$ cat src/rtl/vga_sync_rx_if.sv
// VGA receive bundle: transmitter syncs/colour in,
// recovered raster position and lock status out.
interface vga_sync_rx_if;
  logic       hsync_n;
  logic       vsync_n;
  logic [1:0] r;
  logic [1:0] g;
  logic [1:0] b;
  logic [9:0] hpos;
  logic [9:0] vpos;
  logic       pixel_valid;
  logic [5:0] rgb;
  logic       locked;
  logic       frame_start;
  logic       sync_err;

  modport master (
    output hsync_n, vsync_n, r, g, b,
    input  hpos, vpos, pixel_valid, rgb,
    input  locked, frame_start, sync_err
  );

  modport slave (
    input  hsync_n, vsync_n, r, g, b,
    output hpos, vpos, pixel_valid, rgb,
    output locked, frame_start, sync_err
  );
endinterface

$ cat src/rtl/vga_sync_rx.sv
// VGA sync receiver: locks a local raster counter to incoming
// hsync/vsync and reports the position of each captured pixel.
module vga_sync_rx #(
  parameter int H_VIEW  = 640,
  parameter int H_FRONT = 16,
  parameter int H_SYNC  = 96,
  parameter int H_BACK  = 48,
  parameter int V_VIEW  = 480,
  parameter int V_FRONT = 10,
  parameter int V_SYNC  = 2,
  parameter int V_BACK  = 33
) (
  input logic          clk,
  input logic          reset_n,
  vga_sync_rx_if.slave bus
);
  localparam int H_TOTAL = H_VIEW + H_FRONT + H_SYNC + H_BACK;
  localparam int V_TOTAL = V_VIEW + V_FRONT + V_SYNC + V_BACK;
  localparam logic [9:0] H_AL = 10'(H_VIEW + H_FRONT);
  localparam logic [9:0] V_AL = 10'(V_VIEW + V_FRONT);
  localparam logic [9:0] H_MAX = 10'(H_TOTAL - 1);
  localparam logic [9:0] V_MAX = 10'(V_TOTAL - 1);
  localparam logic [9:0] H_VW = 10'(H_VIEW);
  localparam logic [9:0] V_VW = 10'(V_VIEW);
  localparam logic [10:0] WD_LIM = 11'(2 * H_TOTAL);

  typedef enum logic [2:0] {
    UNLOCKED, H_SEEK, V_HUNT, V_SEEK, LOCKED
  } state_t;

  state_t      st, st_n;
  logic        hs_q, vs_q, hs_p, vs_p;
  logic [5:0]  rgb_q, rgb_d;
  logic [9:0]  hc, vc, hc_inc, vc_inc, hc_n, vc_n;
  logic [10:0] wd;
  logic        h_edge, v_edge, h_on, v_on;
  logic        h_align, v_align, err_n, err, wd_exp;
  logic        lock, pv;

  // input stage; syncs idle high so release sees no edge
  always_ff @(posedge clk or negedge reset_n) begin
    if (!reset_n) begin
      hs_q  <= 1'b1;
      vs_q  <= 1'b1;
      hs_p  <= 1'b1;
      vs_p  <= 1'b1;
      rgb_q <= '0;
    end else begin
      hs_q  <= bus.hsync_n;
      vs_q  <= bus.vsync_n;
      hs_p  <= hs_q;
      vs_p  <= vs_q;
      rgb_q <= {bus.b, bus.g, bus.r};
    end
  end

  always_comb begin
    h_edge  = hs_p & ~hs_q;
    v_edge  = vs_p & ~vs_q;
    hc_inc  = (hc == H_MAX) ? '0 : hc + 10'd1;
    h_on    = (hc_inc == H_AL);
    st_n    = st;
    err_n   = 1'b0;
    h_align = 1'b0;
    v_align = 1'b0;
    if (h_edge) begin
      unique case (st)
        UNLOCKED: begin
          h_align = 1'b1;
          st_n    = H_SEEK;
        end
        H_SEEK: begin
          if (h_on) st_n = V_HUNT;
          else h_align = 1'b1;
        end
        default: begin
          if (!h_on) begin
            h_align = 1'b1;
            err_n   = (st == V_SEEK) || (st == LOCKED);
            st_n    = H_SEEK;
          end
        end
      endcase
    end
    hc_n   = h_align ? H_AL : hc_inc;
    vc_inc = vc;
    if (!h_align && hc == H_MAX)
      vc_inc = (vc == V_MAX) ? '0 : vc + 10'd1;
    v_on = (vc_inc == V_AL);
    // vsync rule sees the state left by the hsync rule
    if (v_edge) begin
      unique case (st_n)
        V_HUNT: begin
          v_align = 1'b1;
          st_n    = V_SEEK;
        end
        V_SEEK: begin
          if (v_on) st_n = LOCKED;
          else begin
            v_align = 1'b1;
            err_n   = 1'b1;
          end
        end
        LOCKED: begin
          if (!v_on) begin
            v_align = 1'b1;
            err_n   = 1'b1;
            st_n    = V_SEEK;
          end
        end
        default: ;
      endcase
    end
    vc_n   = v_align ? V_AL : vc_inc;
    wd_exp = !h_edge && (wd == WD_LIM - 11'd1);
    if (wd_exp) begin
      st_n  = UNLOCKED;
      err_n = 1'b0;
    end
  end

  always_ff @(posedge clk or negedge reset_n) begin
    if (!reset_n) begin
      st    <= UNLOCKED;
      hc    <= '0;
      vc    <= '0;
      wd    <= '0;
      err   <= 1'b0;
      rgb_d <= '0;
    end else begin
      st    <= st_n;
      hc    <= hc_n;
      vc    <= vc_n;
      err   <= err_n;
      rgb_d <= rgb_q;
      if (h_edge) wd <= '0;
      else if (wd != WD_LIM) wd <= wd + 11'd1;
    end
  end

  assign lock = (st == LOCKED);
  assign pv   = lock && (hc < H_VW) && (vc < V_VW);

  assign bus.hpos        = hc;
  assign bus.vpos        = vc;
  assign bus.locked      = lock;
  assign bus.pixel_valid = pv;
  assign bus.rgb         = pv ? rgb_d : '0;
  assign bus.frame_start = lock && (hc == '0) && (vc == '0);
  assign bus.sync_err    = err;
endmodule

$ cat src/flat_wrapper.sv
// flat-port wrapper written by rule: the top's interface ports become plain ports
module vga_sync_rx_flat 
#(
  parameter int H_VIEW  = 640,
  parameter int H_FRONT = 16,
  parameter int H_SYNC  = 96,
  parameter int H_BACK  = 48,
  parameter int V_VIEW  = 480,
  parameter int V_FRONT = 10,
  parameter int V_SYNC  = 2,
  parameter int V_BACK  = 33
)
  (clk, reset_n, bus_hsync_n, bus_vsync_n, bus_r, bus_g, bus_b, bus_hpos, bus_vpos, bus_pixel_valid, bus_rgb, bus_locked, bus_frame_start, bus_sync_err);
  vga_sync_rx_if bus_i ();
  input logic clk;
  input logic reset_n;
  input wire logic [$bits(bus_i.hsync_n)-1:0] bus_hsync_n;
  input wire logic [$bits(bus_i.vsync_n)-1:0] bus_vsync_n;
  input wire logic [$bits(bus_i.r)-1:0] bus_r;
  input wire logic [$bits(bus_i.g)-1:0] bus_g;
  input wire logic [$bits(bus_i.b)-1:0] bus_b;
  output wire logic [$bits(bus_i.hpos)-1:0] bus_hpos;
  output wire logic [$bits(bus_i.vpos)-1:0] bus_vpos;
  output wire logic [$bits(bus_i.pixel_valid)-1:0] bus_pixel_valid;
  output wire logic [$bits(bus_i.rgb)-1:0] bus_rgb;
  output wire logic [$bits(bus_i.locked)-1:0] bus_locked;
  output wire logic [$bits(bus_i.frame_start)-1:0] bus_frame_start;
  output wire logic [$bits(bus_i.sync_err)-1:0] bus_sync_err;
  assign bus_i.hsync_n = bus_hsync_n;
  assign bus_i.vsync_n = bus_vsync_n;
  assign bus_i.r = bus_r;
  assign bus_i.g = bus_g;
  assign bus_i.b = bus_b;
  assign bus_hpos = bus_i.hpos;
  assign bus_vpos = bus_i.vpos;
  assign bus_pixel_valid = bus_i.pixel_valid;
  assign bus_rgb = bus_i.rgb;
  assign bus_locked = bus_i.locked;
  assign bus_frame_start = bus_i.frame_start;
  assign bus_sync_err = bus_i.sync_err;
  vga_sync_rx #(.H_VIEW(H_VIEW), .H_FRONT(H_FRONT), .H_SYNC(H_SYNC), .H_BACK(H_BACK), .V_VIEW(V_VIEW), .V_FRONT(V_FRONT), .V_SYNC(V_SYNC), .V_BACK(V_BACK)) u_core (.clk(clk), .reset_n(reset_n), .bus(bus_i));
endmodule
$ cat config.mk
export PLATFORM = sky130hd
export DESIGN_NAME = vga_sync_rx_flat
export DESIGN_NICKNAME = d
export VERILOG_FILES = /design/src/rtl/vga_sync_rx_if.sv /design/src/rtl/vga_sync_rx.sv /design/src/flat_wrapper.sv
export SDC_FILE = /design/constraint.sdc
export NUM_CORES = 1
export LEC_CHECK = 0
export CAP_MARGIN = 30
export CORE_ASPECT_RATIO = 1.75
export CORE_MARGIN = 2
export CORE_UTILIZATION = 59
export DETAILED_ROUTE_END_ITERATION = 10
export HOLD_SLACK_MARGIN = 0.06
export PLACE_DENSITY = 0.95
export SYNTH_ARGS = -nofsm -noshare
export SYNTH_HDL_FRONTEND = slang
export SYNTH_SLANG_ARGS = --single-unit
$ cat constraint.sdc
create_clock -name clk -period 4.8 [get_ports clk]
set_clock_uncertainty 0.2 [all_clocks]
set_input_delay 0.96 -clock clk [delete_from_list [all_inputs] [get_ports clk]]
set_output_delay 0.96 -clock clk [all_outputs]
set_load 0.02 [all_outputs]
* Word-level counts from Yosys, hierarchy flattened *
Cells that the tools add are included.

operators by class
  $add $sub $neg = 3
  $lt $le $gt $ge = 2
  equal/unequal tests = 12
  multiplexer cells = 30
  bitwise gates (word level) = 4
  reduce and logical (&&, ||, !) cells = 15

operator list
  cell                                                                    count
  10-bit 2-to-1 mux                                                       5
  10-bit == test (second input constant)                                  3
  11-bit 2-to-1 mux                                                       2
  3-bit 2-to-1 mux                                                        7
  10-bit by 1-bit adder with 10-bit output (second input constant)        2
  10-bit zero test                                                        2
  1-bit 2-to-1 mux                                                        12
  11-bit by 1-bit adder with 11-bit output (second input constant)        1
  11-bit == test (second input constant)                                  1
  11-bit inequality test (second input constant)                          1
  10-bit by 9-bit == test with 1-bit output (second input constant)       1
  10-bit < comparator (second input constant)                             1
  10-bit by 9-bit < comparator with 1-bit output (second input constant)  1
  3-bit by 2-bit == test with 1-bit output (second input constant)        3
  3-bit case mux with 3 select lines                                      1
  3-bit == test (second input constant)                                   2
  1-bit logical AND                                                       6
  6-bit 2-to-1 mux                                                        1
  3-bit case mux with 2 select lines                                      1
  2-bit OR reduction                                                      2
  3-bit by 1-bit == test with 1-bit output (second input constant)        1
  3-bit zero test                                                         1
  1-bit AND                                                               2
  1-bit zero test                                                         2
  4 further kinds                                                         5

storage, ports and cells
  register bits = 51
  input bits = 10
  word-level logic and storage cells = 77

* Longest topological paths before layout *
Gate-level depths: netlist of the first run.

  depth in word-level cells = 14
  gate-level depth with buffers = 8

* Worst setup path after synthesis of the first run *
No wires, ideal clock.

  path type = register to output
  from = register u_core.vc[6] (netlist: u_core.bus.vpos[6])
  to = output port bus_rgb[0]
  data arrival time = 1.782 ns
  path slack = 1.858 ns
  cell stages (with the launch flop) = 6
  buffers on the path = 1
  cell sequence = dfrtp_1 clkbuf_1 nand4_1 nand2_1 nor3_1 and2_1

between the ends
  cells in the longest elaborated chain, start to end = 3

RTL lines
  element                                         RTL line            source
  start, declared                                 vga_sync_rx.sv:34   logic [9:0] hc, vc, hc_inc, vc_inc, hc_n, vc_n;
  start signal, assigned                          vga_sync_rx.sv:133  vc <= vc_n;
  10-bit by 9-bit < comparator with 1-bit output  vga_sync_rx.sv:142  assign pv = lock && (hc < H_VW) && (vc < V_VW);
  1-bit logical AND                               vga_sync_rx.sv:142
  named net bus_pixel_valid                       flat_wrapper.sv:24  output wire logic [$bits(bus_i.pixel_valid)-1:0] bus_pixel_valid;
  6-bit 2-to-1 mux                                vga_sync_rx.sv:148  assign bus.rgb = pv ? rgb_d : '0;
  end, declared                                   flat_wrapper.sv:25  output wire logic [$bits(bus_i.rgb)-1:0] bus_rgb;

The timed path passes the listed nets, and every way through them passes these cells.

* Worst setup path after layout of the first run *
  from = register u_core.st[1]
  to = output port bus_rgb[5]

between the ends
  cells in the longest elaborated chain, start to end = 4

RTL lines
  element                          RTL line            source
  start, declared                  vga_sync_rx.sv:31   state_t st, st_n;
  start signal, assigned           vga_sync_rx.sv:131  st <= st_n;
  3-bit == test                    vga_sync_rx.sv:141  assign lock = (st == LOCKED);
  1-bit logical AND (2 in series)  vga_sync_rx.sv:142
  6-bit 2-to-1 mux                 vga_sync_rx.sv:148

Every way passes these cells.

==> impl_results.md, run 1 <==
* MaxCap Viol Count at 0
* Synth Instances at approximately 300
* Total power draw at around 1.4 mW
* Cts repair resizes at 0
* Peak supply drop at 0.0002693 V
* Synth area leader: dfrtp_1
* IO buf count at 39
* Die ar. at between 0.005 and 0.006 mm2
* CTS Sinks at 51
* Post-synthesis sequential area ratio at between 40 and 50%
* Slew headroom at a little under three fifths
* Routed wire length at approximately 6.8 mm
* Final setup vio count at 0
* Initial DRC count at 155
* DRT antenna net count at 0
* Die width at about 57 um
* Hold Buf Count CTS at 0
* CP arrival at about 2.5 ns
* Post-Layout Cell Count at 392
* Worst path max stage delay at approximately 0.60 ns
* Synth top area share at between 40% and 50%
* Final TNS setup at 0 ns
* Switching fraction of total power at roughly two fifths
* Final Hold Viols at 0
* CTS buffer count at 5
* Latest clock arrival within the worst-skew pair at approximately 0.32 ns
* Final hold slack at approximately 0.16 ns
* Fillers at 349
* Clock transition at path regs at 0.10 ns
* Yosys reg bits at 51
* Routed vias at about 2,500
* Top post-synthesis cells by area: dfrtp_1 (40%), dfstp_2 (3.6%), a21oi_1 (3.4%)
* Initial antenna violation count at 0
* FP Rows at 33
* Worst slack, placed at between 1 and 1.5 ns
* Clock power share at between 10% and 20%
* Minimum clock period at 3.658 ns
* Starting density of the core at 61.72%
* Share of cells above drive strength 1 at between 7 and 8%
* Met3 wire len at roughly 360 um
* Syn Area/Cell at ~9.4 um2
* Int Power at 820.9 uW
* Placer Congestion at approximately 0.9
* Post-Syn Area at a little under 0.003 mm2
* Final Cell Area at 0.003367 mm2
* CTS root buffer: clkbuf_8
* Netlist cell types at 53
* Final Core Density at between 70% and 80%
* Worst-path cell chain: nor2_1 -> nand2_1 -> nor3_1 -> and2_1 -> clkdlybuf4s50_1
* Top_reg_cell synth: dfrtp_1
* Syn Nets at ~330
* Commonest non-fill, non-tap cell in the layout: dfrtp_1
* Drt pass-1 iters at 5
* Core footprint at 0.004707 mm2
* Tightest Pin Transition at 0.6538 ns
* TritonCTS clock tree: done
* Status: completed
* Flop pwr share at between 40 and 50%
* Wire per inst at roughly 17 um
* CP Launch Type: flop
* Overflow after GRT at 0
* Critical Path Slowest Stage Cell: clkdlybuf4s50_1
* Post-Route M1 WL at 2.479 mm
* H-tree levels at 2
* DRC errors left at 0
* Layout area overhead at 15.89%
* IO Pins at 40
* Pins over their slew limit at 0
* Diode count at 0
* Max Clk Rate at 273.3 MHz
* Tcrit/Tclk final at between 70% and 80%
* Worst Path Max Fanout at 10
* Largest net degree at the start of global routing at 52
* Clock buffer depth at 2
* Synth warn at 0
* Total GRT Usage at between 20% and 30%
* Post-DP HPWL at roughly 4.7 mm
* Top Metal Used: met4
* Via density at ~6.4
* P_leak at between 1 and 1.5 nW
* Final worst setup slack at 1.142 ns
* Placement-stage cell area at about 0.0033 mm2
* CP Data Required Time at around 3.6 ns
* CP endpoint kind: output pin
* Switching power at 537.3 uW
* Number of synthesized flops with an enable pin at 0
* Global-route wire length before repair at 11.14 mm
* Most frequent cells in the layout: dfrtp_1 (47), clkdlybuf4s50_1 (38), nor2_1 (25)
* Hold crit path type: reg2reg
* Combinational share of power at 34.6%
* Critical path class: reg2out
* Met2 wire length at 3.589 mm
* Power density over cell area at ~400 mW/mm2
* Dpl cells at about 380
* Post-synthesis async set-or-reset flop share at between 90% and 100%
* Die height at 96.83 um
* Vias in the first global route at about 2,400
* Unrepaired setup endpoints after global routing: no
* Fin nets at 355
* # Post-CTS Setup Buffers at 0
==> flip-flops by register name, summed over array words and instances, names as in the netlist <==
signal / cells
u_core.bus.sync_err: 1
u_core.bus.hpos: 10
u_core.bus.vpos: 10
u_core.hs_p: 1
u_core.wd: 11
u_core.rgb_q: 6
u_core.hs_q: 1
u_core.rgb_d: 6
u_core.vs_p: 1
u_core.vs_q: 1
u_core.st: 3
==> area by class of cell <==
type / instances / area [um2] / area share, %
well taps: 52 / 65.06 / 1.932
multi-input cells: 231 / 1489 / 44.22
repair buffers: 41 / 400.4 / 11.89
flip-flops and latches: 51 / 1281 / 38.05
clock inverters: 3 / 28.78 / 0.8547
clock buffers: 5 / 68.82 / 2.044
inverters: 9 / 33.78 / 1.003
==> power by group through the flow <==
stage,combinational (mW),sequential [mW],clock (mW)
after CTS,0.466,0.617,0.272
after detailed placement,0.458,0.623,0
after global routing,0.508,0.632,0.289
after global placement,0.442,0.615,0
final,0.470,0.621,0.268
after floorplan,0.339,0.591,0
==> logic make-up after synthesis <==
family,count (synthesis),share of synthesized area [%]
buffers and inverters,27,4.651
AOI/OAI and AO/OA,56,12.83
DFF,51,44.10
and+or+nand+nor,146,28.77
adders and majority gates,6,2.584
xor gates and xnor gates,21,6.331
muxes,2,0.7321
==> synthesized netlist by cell type, types with 4 or more instances <==
cell type,number
dfrtp_1,47
nor2_1,25
nand2_1,21
a21oi_1,20
nor3_1,15
nand3_1,14
o21ai_0,13
and2_1,11
xnor2_1,11
xor2_1,10
inv_1,9
and3_1,8
clkbuf_1,8
nor2b_1,8
nor4_1,8
a31oi_1,6
buf_2,6
ha_1,6
nand4_1,6
dfstp_2,4
nand2b_1,4
or3_1,4
==> layer usage <==
layer / global-route usage (%) / vias up
li1: - / 1161
met1: 28.31 / 1195
met2: 43.68 / 110
met3: 4.679 / 37
met4: 13.60 / 0
met5: 0 / -
==> final timing paths <==
check / start / end / slack (ns) / depth (start not counted)
worst min register to register: u_core.rgb_q[3]$_DFF_PN0_ / u_core.rgb_d[3]$_DFF_PN0_ / 0.16 / 0
worst min-delay path: u_core.rgb_q[3]$_DFF_PN0_ / u_core.rgb_d[3]$_DFF_PN0_ / 0.16 / 0
max in group asynchronous: reset_n / u_core.rgb_d[2]$_DFF_PN0_ / 3.42 / 2
worst max-delay path: u_core.st[1]$_DFF_PN0_ / bus_rgb[5] / 1.14 / 5
min in group asynchronous: reset_n / u_core.bus.vpos[0]$_DFF_PN0_ / 0.54 / 2
worst max register to register: u_core.bus.hpos[0]$_DFF_PN0_ / u_core.bus.vpos[5]$_DFF_PN0_ / 1.69 / 6
==> critical path, delay by kind of cell (launching register included) <==
kind	cells	cell delay, ns
simple gates	4	1.09
flops	1	0.50
buf+inv	1	0.60
(Power assumes the default switching activity.)
==> run 2: changes to the inputs <==
CORE_UTILIZATION = 55   (was 59)
PLACE_DENSITY = 0.91   (was 0.95)
clock period = 3.6 ns   (was 4.8 ns; I/O delays follow)
==> run 2 against run 1 <==
Compared with the run above:
- the run now ends with design-rule violations left
- routed wire length is 5.2% lower
- via count is 4.5% lower
- sequential power is 33% higher
- die area is 6.9% higher
- largest power group unchanged
==> impl_results.md, run 2 (synthesis results as in run 1) <==
* Routed vias at 2,391
* Tcrit/Tclk final at between 80% and 90%
* H-tree levels at 2
* Global-route wire length before repair at approximately 11 mm
* Initial DRC count at 124
* Max reg flops at 11
* Worst path max stage delay at about 0.66 ns
* Post-Layout Cell Count at 397
* Peak supply drop at 0.0002505 V
* Clock transition at path regs at ~0.09 ns
* P_leak at around 1.4 nW
* Placer Congestion at between 0.9 and 1
* Placement-stage cell area at roughly 0.0033 mm2
* Worst Path Max Fanout at 10
* Worst-path cell chain: nor4_1 -> nand2_1 -> nor4_1 -> clkdlybuf4s50_1
* DRT antenna net count at 0
* Crit path to: bus_frame_start
* Vias in the first global route at 2,362
* Reg2reg start: u_core.bus.hpos[0]$_DFF_PN0_
* CP Launch Type: flop
* Hold Buf Count CTS at 0
* DRC errors left at 2
* Core footprint at roughly 0.0052 mm2
* Status: complete, but fails checks
* Failing checks: design-rule violations
* Share of cells above drive strength 1 at between 8 and 9%
* IO buf count at 39
* Slew headroom at approximately 62%
* Cts repair resizes at 0
* Wire per inst at roughly 16 um
* # Post-CTS Setup Buffers at 0
* Final setup vio count at 0
* Commonest non-fill, non-tap cell in the layout: dfrtp_1
* R2R depth at 7
* Global routing met2 resource utilization at 43.59%
* TritonCTS clock tree: done
* CP endpoint kind: output pin
* Worst Setup SP: u_core.bus.vpos[5]$_DFF_PN0_
* CP arrival at 2.32 ns
* Clock buffer depth at 2
* CTS buffer count at 5
* CP Depth at 4
* Critical path class: reg2out
* GRT met3 Usage at 3.351%
* Max Clk Rate at 308.9 MHz
* Final Cell Area at between 0.003 and 0.004 mm2
* Die ar. at 0.005903 mm2
* Dpl cells at 389
* CP top delay family: simple AND/OR/NAND/NOR gates
* Power density over cell area at approximately 520 mW/mm2
* Total GRT Usage at between 20% and 30%
* Gr busiest metal: met2
* Overflow after GRT at 0
* Met1 Usage GRT at between 20 and 30%
* Critical Path Slowest Stage Cell: clkdlybuf4s50_1
* Minimum clock period at between 3 and 4 ns
* Via density at around 6
* Final TNS setup at 0 ns
* Final Hold Viols at 0
* FP Rows at 35
* Unrepaired setup endpoints after global routing: no
* Pins over their slew limit at 0
* Drt pass-1 iters at 10
* RR Endpoint: u_core.bus.vpos[5]$_DFF_PN0_
* CTS root buffer: clkbuf_8
* MaxCap Viol Count at 0
* Fin nets at around 360
* Diode count at 0
* CP Data Required Time at 2.68 ns
* IO Pins at 40
* Hold crit path type: reg2reg
* Post-DP HPWL at around 4.8 mm
* Tightest Pin Transition at about 0.57 ns
* Die width at 58.94 um
* Buf/Inv on CP at 1
* Die height at roughly 100 um
* CTS Sinks at 51
* Largest Register: u_core.wd
* Routed wire length at approximately 6.5 mm
* Worst reg-to-reg setup slack at around 0.7 ns
* Latest clock arrival within the worst-skew pair at between 0.3 and 0.4 ns
* Starting density of the core at between 50% and 60%
* Initial antenna violation count at 0
* CP most frequent cell: nor4_1
* Largest net degree at the start of global routing at 29
* Layout area overhead at 17.01%
* Most frequent cells in the layout: dfrtp_1 (47), clkdlybuf4s50_1 (38), nor2_1 (25)
-- run 2: changes by cell type in the layout (fill, tap and decap cells not counted), sizes merged --
cell,before,now
clkbuf,5,6
buf,3,5
inv,10,9
clkinv,2,1
clkinvlp,0,1
-- run 2: worst min path at each step --
stage                     slack [ns]                   endpoint                       from  cells after the start
after floorplan                 0.13  u_core.rgb_d[0]$_DFF_PN0_  u_core.rgb_q[0]$_DFF_PN0_                      0
final                           0.15  u_core.rgb_d[0]$_DFF_PN0_  u_core.rgb_q[0]$_DFF_PN0_                      0
after global routing            0.17  u_core.rgb_d[0]$_DFF_PN0_  u_core.rgb_q[0]$_DFF_PN0_                      0
after global placement          0.13  u_core.rgb_d[3]$_DFF_PN0_  u_core.rgb_q[3]$_DFF_PN0_                      0
after detailed placement        0.13  u_core.rgb_d[1]$_DFF_PN0_  u_core.rgb_q[1]$_DFF_PN0_                      0
after CTS                       0.16  u_core.rgb_d[1]$_DFF_PN0_  u_core.rgb_q[1]$_DFF_PN0_                      0
-- run 2: stage by stage --
| stage | hold slack [ns] | worst slack, ns | util, % | power (mW) |
|---|---|---|---|---|
| 2_1_floorplan | 0.1312 | 0.8982 | - | 1.239 |
| 3_3_place_gp | 0.1322 | 0.8158 | 63.49 | 1.410 |
| 3_5_place_dp | 0.1347 | 0.7567 | 63.87 | 1.435 |
| 4_1_cts | 0.1557 | 0.4026 | 65.79 | 1.787 |
| 5_1_grt | 0.1662 | 0.2032 | 65.79 | 1.899 |
| 6_report | 0.1532 | 0.3628 | 65.79 | 1.780 |
-- run 2: routing by layer --
| layer | routed length (um) | up-vias | share of wire (%) |
|---|---|---|---|
| li1 | - | 1170 | - |
| met1 | 2470 | 1144 | 38 |
| met2 | 3593 | 62 | 56 |
| met3 | 220 | 15 | 3.4 |
| met4 | 174 | 0 | 2.7 |
| met5 | 0 | - | 0 |
-- run 2: power by group --
group          internal [mW]  switching [mW]
Combinational          0.293           0.314
Clock                  0.157           0.193
Sequential             0.658           0.165
-- run 2: layout make-up --
| type | instances | area, um2 |
|---|---|---|
| fill | 404 | 1768 |
| multi-input combinational | 231 | 1489 |
| sequential | 51 | 1281 |
| timing repair buffer | 43 | 427.9 |
| clock buffer | 6 | 82.58 |
| tap | 55 | 68.82 |
| inverter | 9 | 33.78 |
| clock inverter | 2 | 16.27 |
==> run 3: changes to the inputs <==
SLEW_MARGIN = 10   (was not set)
==> results of run 3 <==
The final DEF is identical to that of run 2; final timing and power are the same.
